<file path="src/rtl/uart_pkg.sv">
// Shared definitions for the UART receiver.
// Holds the receiver FSM encoding, the default bit period and the frame shape
// (8 data bits, 1 stop bit), plus a 2-of-3 majority helper.
package uart_pkg;

   // 27 MHz clock, 115200 baud
   localparam int unsigned DefaultClksPerBit = 234;
   localparam int unsigned NumDataBits       = 8;
   localparam int unsigned NumStopBits       = 1;

   typedef enum logic [1:0] {
      StIdle  = 2'd0,
      StStart = 2'd1,
      StData  = 2'd2,
      StStop  = 2'd3
   } rx_state_e;

   function automatic logic maj3(input logic a, input logic b, input logic c);
      return (a & b) | (a & c) | (b & c);
   endfunction

endpackage

</file>
<file path="src/rtl/uart_rx_sync.sv">
// Two-flop synchronizer for the asynchronous serial line.
// Both flops reset to 1 so a reset never looks like a start edge.
// Ports:
//   clk     - clock
//   rst     - synchronous active-high reset
//   rx      - raw serial input
//   rx_sync - synchronized serial line
module uart_rx_sync (
   input  logic clk,
   input  logic rst,
   input  logic rx,
   output logic rx_sync
);

   logic meta_q;
   logic sync_q;

   always_ff @(posedge clk) begin
      if (rst) begin
         meta_q <= 1'b1;
         sync_q <= 1'b1;
      end else begin
         meta_q <= rx;
         sync_q <= meta_q;
      end
   end

   assign rx_sync = sync_q;

endmodule

</file>
<file path="src/rtl/uart_rx.sv">
// UART receiver: 8 data bits, LSB first, 1 stop bit, no parity.
// Optional build macro UART_RX_MAJORITY_EN: each bit decision is the 2-of-3
// majority of the line one cycle before, at, and one cycle after the nominal
// sample point, with the decision taken one cycle late.
// Ports:
//   clk       - clock, rising edge
//   rst       - synchronous active-high reset
//   rx        - asynchronous serial line, idles high
//   data      - last correctly framed byte
//   valid     - data holds an unread byte
//   ack       - consumer read strobe, clears valid and overrun
//   frame_err - one-cycle pulse when the stop bit samples low
//   overrun   - sticky: a byte completed while valid was high
//   busy      - receiver is not idle
module uart_rx
   import uart_pkg::*;
#(
   parameter int unsigned CLKS_PER_BIT = DefaultClksPerBit
) (
   input  logic       clk,
   input  logic       rst,
   input  logic       rx,
   output logic [7:0] data,
   output logic       valid,
   input  logic       ack,
   output logic       frame_err,
   output logic       overrun,
   output logic       busy
);

   localparam logic [15:0] BitEnd = 16'(CLKS_PER_BIT - 1);
`ifdef UART_RX_MAJORITY_EN
   localparam logic [15:0] StartDecide = 16'(CLKS_PER_BIT / 2 + 1);
`else
   localparam logic [15:0] StartDecide = 16'(CLKS_PER_BIT / 2);
`endif
   localparam logic [2:0] LastIdx = 3'(NumDataBits - 1);

   logic rx_s;
   logic rx_prev_q;
   logic sample;

   rx_state_e   state_q, state_d;
   logic [15:0] cnt_q, cnt_d;
   logic [2:0]  idx_q, idx_d;
   logic [7:0]  shift_q, shift_d;
   logic [7:0]  data_q, data_d;
   logic        valid_q, valid_d;
   logic        ferr_q, ferr_d;
   logic        ovr_q, ovr_d;
   logic        complete;

   uart_rx_sync u_sync (
      .clk     (clk),
      .rst     (rst),
      .rx      (rx),
      .rx_sync (rx_s)
   );

`ifdef UART_RX_MAJORITY_EN
   // Line history: hist_q[0] is one cycle old, hist_q[1] two cycles old.
   logic [1:0] hist_q;

   always_ff @(posedge clk) begin
      if (rst) begin
         hist_q <= 2'b11;
      end else begin
         hist_q <= {hist_q[0], rx_s};
      end
   end

   assign sample = maj3(hist_q[1], hist_q[0], rx_s);
`else
   assign sample = rx_s;
`endif

   always_comb begin
      state_d  = state_q;
      cnt_d    = cnt_q + 16'd1;
      idx_d    = idx_q;
      shift_d  = shift_q;
      complete = 1'b0;
      ferr_d   = 1'b0;

      unique case (state_q)
         StIdle: begin
            cnt_d = 16'd0;
            idx_d = 3'd0;
            // Edge, not level: a line held low (break) never starts a frame.
            if (rx_prev_q && !rx_s) begin
               state_d = StStart;
            end
         end
         StStart: begin
            if (cnt_q == StartDecide) begin
               cnt_d   = 16'd0;
               state_d = sample ? StIdle : StData;
            end
         end
         StData: begin
            if (cnt_q == BitEnd) begin
               cnt_d   = 16'd0;
               shift_d = {sample, shift_q[7:1]};
               idx_d   = idx_q + 3'd1;
               if (idx_q == LastIdx) begin
                  state_d = StStop;
               end
            end
         end
         StStop: begin
            if (cnt_q == BitEnd) begin
               cnt_d   = 16'd0;
               state_d = StIdle;
               if (sample) begin
                  complete = 1'b1;
               end else begin
                  ferr_d = 1'b1;
               end
            end
         end
         default: state_d = StIdle;
      endcase
   end

   always_comb begin
      data_d  = data_q;
      valid_d = valid_q;
      ovr_d   = ovr_q;
      if (ack && valid_q) begin
         valid_d = 1'b0;
         ovr_d   = 1'b0;
      end
      // A completing byte wins over a simultaneous ack; overrun only when
      // the previous byte was left unread.
      if (complete) begin
         data_d  = shift_q;
         valid_d = 1'b1;
         if (valid_q && !ack) begin
            ovr_d = 1'b1;
         end
      end
   end

   always_ff @(posedge clk) begin
      if (rst) begin
         state_q   <= StIdle;
         cnt_q     <= 16'd0;
         idx_q     <= 3'd0;
         shift_q   <= 8'h00;
         data_q    <= 8'h00;
         valid_q   <= 1'b0;
         ferr_q    <= 1'b0;
         ovr_q     <= 1'b0;
         rx_prev_q <= 1'b1;
      end else begin
         state_q   <= state_d;
         cnt_q     <= cnt_d;
         idx_q     <= idx_d;
         shift_q   <= shift_d;
         data_q    <= data_d;
         valid_q   <= valid_d;
         ferr_q    <= ferr_d;
         ovr_q     <= ovr_d;
         rx_prev_q <= rx_s;
      end
   end

   assign data      = data_q;
   assign valid     = valid_q;
   assign frame_err = ferr_q;
   assign overrun   = ovr_q;
   assign busy      = (state_q != StIdle);

endmodule

</file>
<file path="config.mk">
export PLATFORM = sky130hd
export DESIGN_NAME = uart_rx
export DESIGN_NICKNAME = d
export VERILOG_FILES = /design/src/rtl/uart_pkg.sv /design/src/rtl/uart_rx_sync.sv /design/src/rtl/uart_rx.sv
export SDC_FILE = /design/constraint.sdc
export NUM_CORES = 1
export LEC_CHECK = 0
export ABC_AREA = 1
export CAP_MARGIN = 20
export CORE_ASPECT_RATIO = 1.5
export CORE_UTILIZATION = 40
export DETAILED_ROUTE_END_ITERATION = 8
export DONT_BUFFER_PORTS = 1
export RECOVER_POWER = 50
export SYNTH_ARGS = -nofsm -noshare
export SYNTH_HDL_FRONTEND = slang
export SYNTH_SLANG_ARGS = --single-unit
export TNS_END_PERCENT = 5
</file>
<file path="constraint.sdc">
create_clock -name clk -period 4.4 [get_ports clk]
set_input_delay 0.88 -clock clk [delete_from_list [all_inputs] [get_ports clk]]
set_output_delay 0.88 -clock clk [all_outputs]
set_load 0.01 [all_outputs]
</file>
==> impl_metrics.env <==
export IMPL_grt_max_degree=20
export IMPL_swShare_pct=21.3
export IMPL_synthCells=275
export IMPL_grt_usage_pct=16.4
export IMPL_core_rowCount=30
export IMPL_seqCellArea_um2=861
export IMPL_rsz0062_at_grt="false"
export IMPL_cts_buffers=5
export IMPL_num_io_pins=16
export IMPL_period_share_pct=44.4
export IMPL_peakVddDrop_uv=214
export IMPL_highest_layer="met4"
export IMPL_clock_sinks=43
export IMPL_root_buffer="clkbuf_8"
export IMPL_drv_cap=0
export IMPL_synth_seq_cells=43
export IMPL_max_stage_delay_ns=0.48
export IMPL_pre_cts_slack_ns=2.52
export IMPL_crit_path_start_kind="register"
export IMPL_p_int_uw=567
export IMPL_cts_tree="yes"
export IMPL_port_buffer_count=0
export IMPL_clk_pin_slew_ns=0.08
export IMPL_wl_met2_um=1930
export IMPL_syn_to_final_growth_pct=5.72
export IMPL_post_dp_hpwl_um=2660
export IMPL_fmax_mhz=512
export IMPL_grt_first_pass_wirelength_um=6430
export IMPL_switching_power_uw=153
export IMPL_crit_fanout=8
export IMPL_clock_path_buffers=2
export IMPL_drt_pass1_iter_count=4
export IMPL_maxSlewViolCount=0
export IMPL_die_x_um=58.9
export IMPL_wl_met1_um=1610
export IMPL_power_density_nw_per_um2=350
export IMPL_drc=0
export IMPL_p_leak_nw=0.907
export IMPL_nFillCells=490
export IMPL_nets=283
export IMPL_ant_nets=0
export IMPL_hold_buffers=0
export IMPL_place_gp_congestion=0.813
export IMPL_synthesis_nets=283
export IMPL_die_h_um=87.4
export IMPL_synth_seq_area_share_pct=44.2
export IMPL_antennaDiodeCount=0
export IMPL_holdWs_ns=0.414
export IMPL_setup_viol=0
export IMPL_post_route_min_period_ns=1.95
export IMPL_seq_power_share_pct=55.0
export IMPL_wire_per_inst_um=10.9
export IMPL_grt_ovfl_total=0
export IMPL_avgSynthCellArea_um2=7.07
export IMPL_setup_slack_ns=2.45
export IMPL_pwr_share_clk_pct=40.8
export IMPL_cts_max_level=2
export IMPL_routed_wl_met3_um=81
export IMPL_synth_area_leaders="dfxtp_1 44%, nor2_1 12%, nand2_1 11%"
export IMPL_synth_top_cell_area_share_pct=44.2
export IMPL_multi_input_area_um2=882
export IMPL_slew_headroom_pct=62.6
export IMPL_p_comb_share_pct=4.2
export IMPL_clk_latency_ns=0.29
export IMPL_start_util_pct=42.5
export IMPL_coreArea_um2=4580
export IMPL_finalSetupTns_ns=0
export IMPL_die_area_um2=5150
export IMPL_post_cts_buffers=0
export IMPL_synth_distinct_cells=28
export IMPL_synth_largest_area_cell="dfxtp_1"
export IMPL_hp_class="register to register"
export IMPL_status="completed"
export IMPL_layout_drive_gt1_share_pct=5.82
export IMPL_viasPerCell=4.77
export IMPL_num_vias=1616
export IMPL_fin_skew_ns=0.00365
export IMPL_drtIter0Drc=21
export IMPL_hold_violations=0
export IMPL_crit_chain="nor2_1, inv_1"
export IMPL_syn_area_um2=1950
export IMPL_cp_arrival_ns=1.07
export IMPL_crit_slowest_cell="dfxtp_1"
export IMPL_worst_setup_path_type="register to primary output"
export IMPL_cp_end_kind="primary output"
export IMPL_tightest_slew_ns=0.560
export IMPL_yosysWarnings=0
export IMPL_grt_antenna_before_repair=0
export IMPL_drt_total_wl_um=3690
export IMPL_cts_resized=0
export IMPL_grt_pass1_vias=1521
export IMPL_cp_required_ns=3.52
## worst paths after layout
kind	from	to	slack (ns)	cells past startpoint
setup reg to reg	cnt_q[0]	idx_q[1]	2.48	8
hold / removal	u_sync.meta_q	u_sync.rx_sync	0.41	1
setup / recovery	register	busy	2.45	2
hold reg to reg	u_sync.meta_q	u_sync.rx_sync	0.41	1
## final cells by class
type | instances | area share, %
flip-flops and latches | 43 | 41.8
inverters | 35 | 6.39
well taps | 64 | 3.89
multi-input cells | 190 | 42.9
clock buffers | 6 | 3.53
clock inverters | 1 | 1.46
## critical path, delay by kind of cell (launching register included)
kind / cells / cell delay [ns]
buffers and inverters: 1 / 0.18
flip-flops: 1 / 0.48
AND/OR/NAND/NOR: 1 / 0.13
## cells by family after synthesis
kind of cell / synth area share [%]
AO/OA/AOI/OAI: 6.17
XOR/XNOR: 2.70
adder cells (fa/ha/maj): 2.57
buffers and inverters: 9.39
flip-flops: 44.2
AND/OR/NAND/NOR: 34.9
## per-stage QoR
| stage | util [%] | power, mW | cells | cell area (um2) |
|---|---|---|---|---|
| floorplan | - | 0.432 | 275 | 1950 |
| global placement | 43.1 | 0.436 | 332 | 1970 |
| detailed placement | 43.1 | 0.436 | 332 | 1970 |
| CTS | 45.4 | 0.732 | 339 | 2080 |
| global route | 44.9 | 0.754 | 339 | 2060 |
| finish | 44.9 | 0.720 | 339 | 2060 |
## cells in the mapped netlist, drive strengths merged
library cell,n
nand3b,1
dfxtp,43
o21bai,3
or2,3
o21ai,12
ha,4
xnor2,3
buf,6
nand2,63
nor3b,1
clkbuf,1
inv,34
nor2,67
clkinv,1
o211ai,1
nand4,4
nor3,10
nand3,9
xor2,3
a21oi,6
## per-layer routing
metal,vias up,global-route usage (%)
met4,0,8.01
met1,741,16.5
met3,6,3.71
met2,23,30.5
li1,846,-
met5,-,0
## state kept, by name (all words and copies together) (netlist names), named ones only
name / count
idx_q: 3
rx_prev_q: 1
u_sync.meta_q: 1
valid: 1
frame_err: 1
shift_q: 8
state_q: 1
data: 8
cnt_q: 16
u_sync.rx_sync: 1
## power groups by stage
stage | Sequential, mW | Clock [mW] | Combinational [mW]
global placement | 0.406 | 0 | 0.0302
detailed placement | 0.406 | 0 | 0.0303
global route | 0.397 | 0.323 | 0.0343
CTS | 0.397 | 0.305 | 0.0304
finish | 0.396 | 0.294 | 0.0300
floorplan | 0.404 | 0 | 0.0272
## layout by cell type, fill, tap and decap left out
cell,n
nand3_1,9
a21oi_1,6
nor3b_1,1
nor3_2,1
nand2_2,2
o21bai_1,3
clkbuf_1,1
nand2_1,61
dfxtp_1,43
clkbuf_8,5
o21ai_0,12
clkinv_1,1
inv_2,1
nand4_1,4
nand3b_1,1
nor2_1,64
nor2_2,3
xnor2_1,3
or2_2,3
xor2_1,3
ha_1,4
inv_1,33
o211ai_1,1
bufinv_16,1
nor3_1,9
Note: power is estimated with default switching activity, not from simulation.
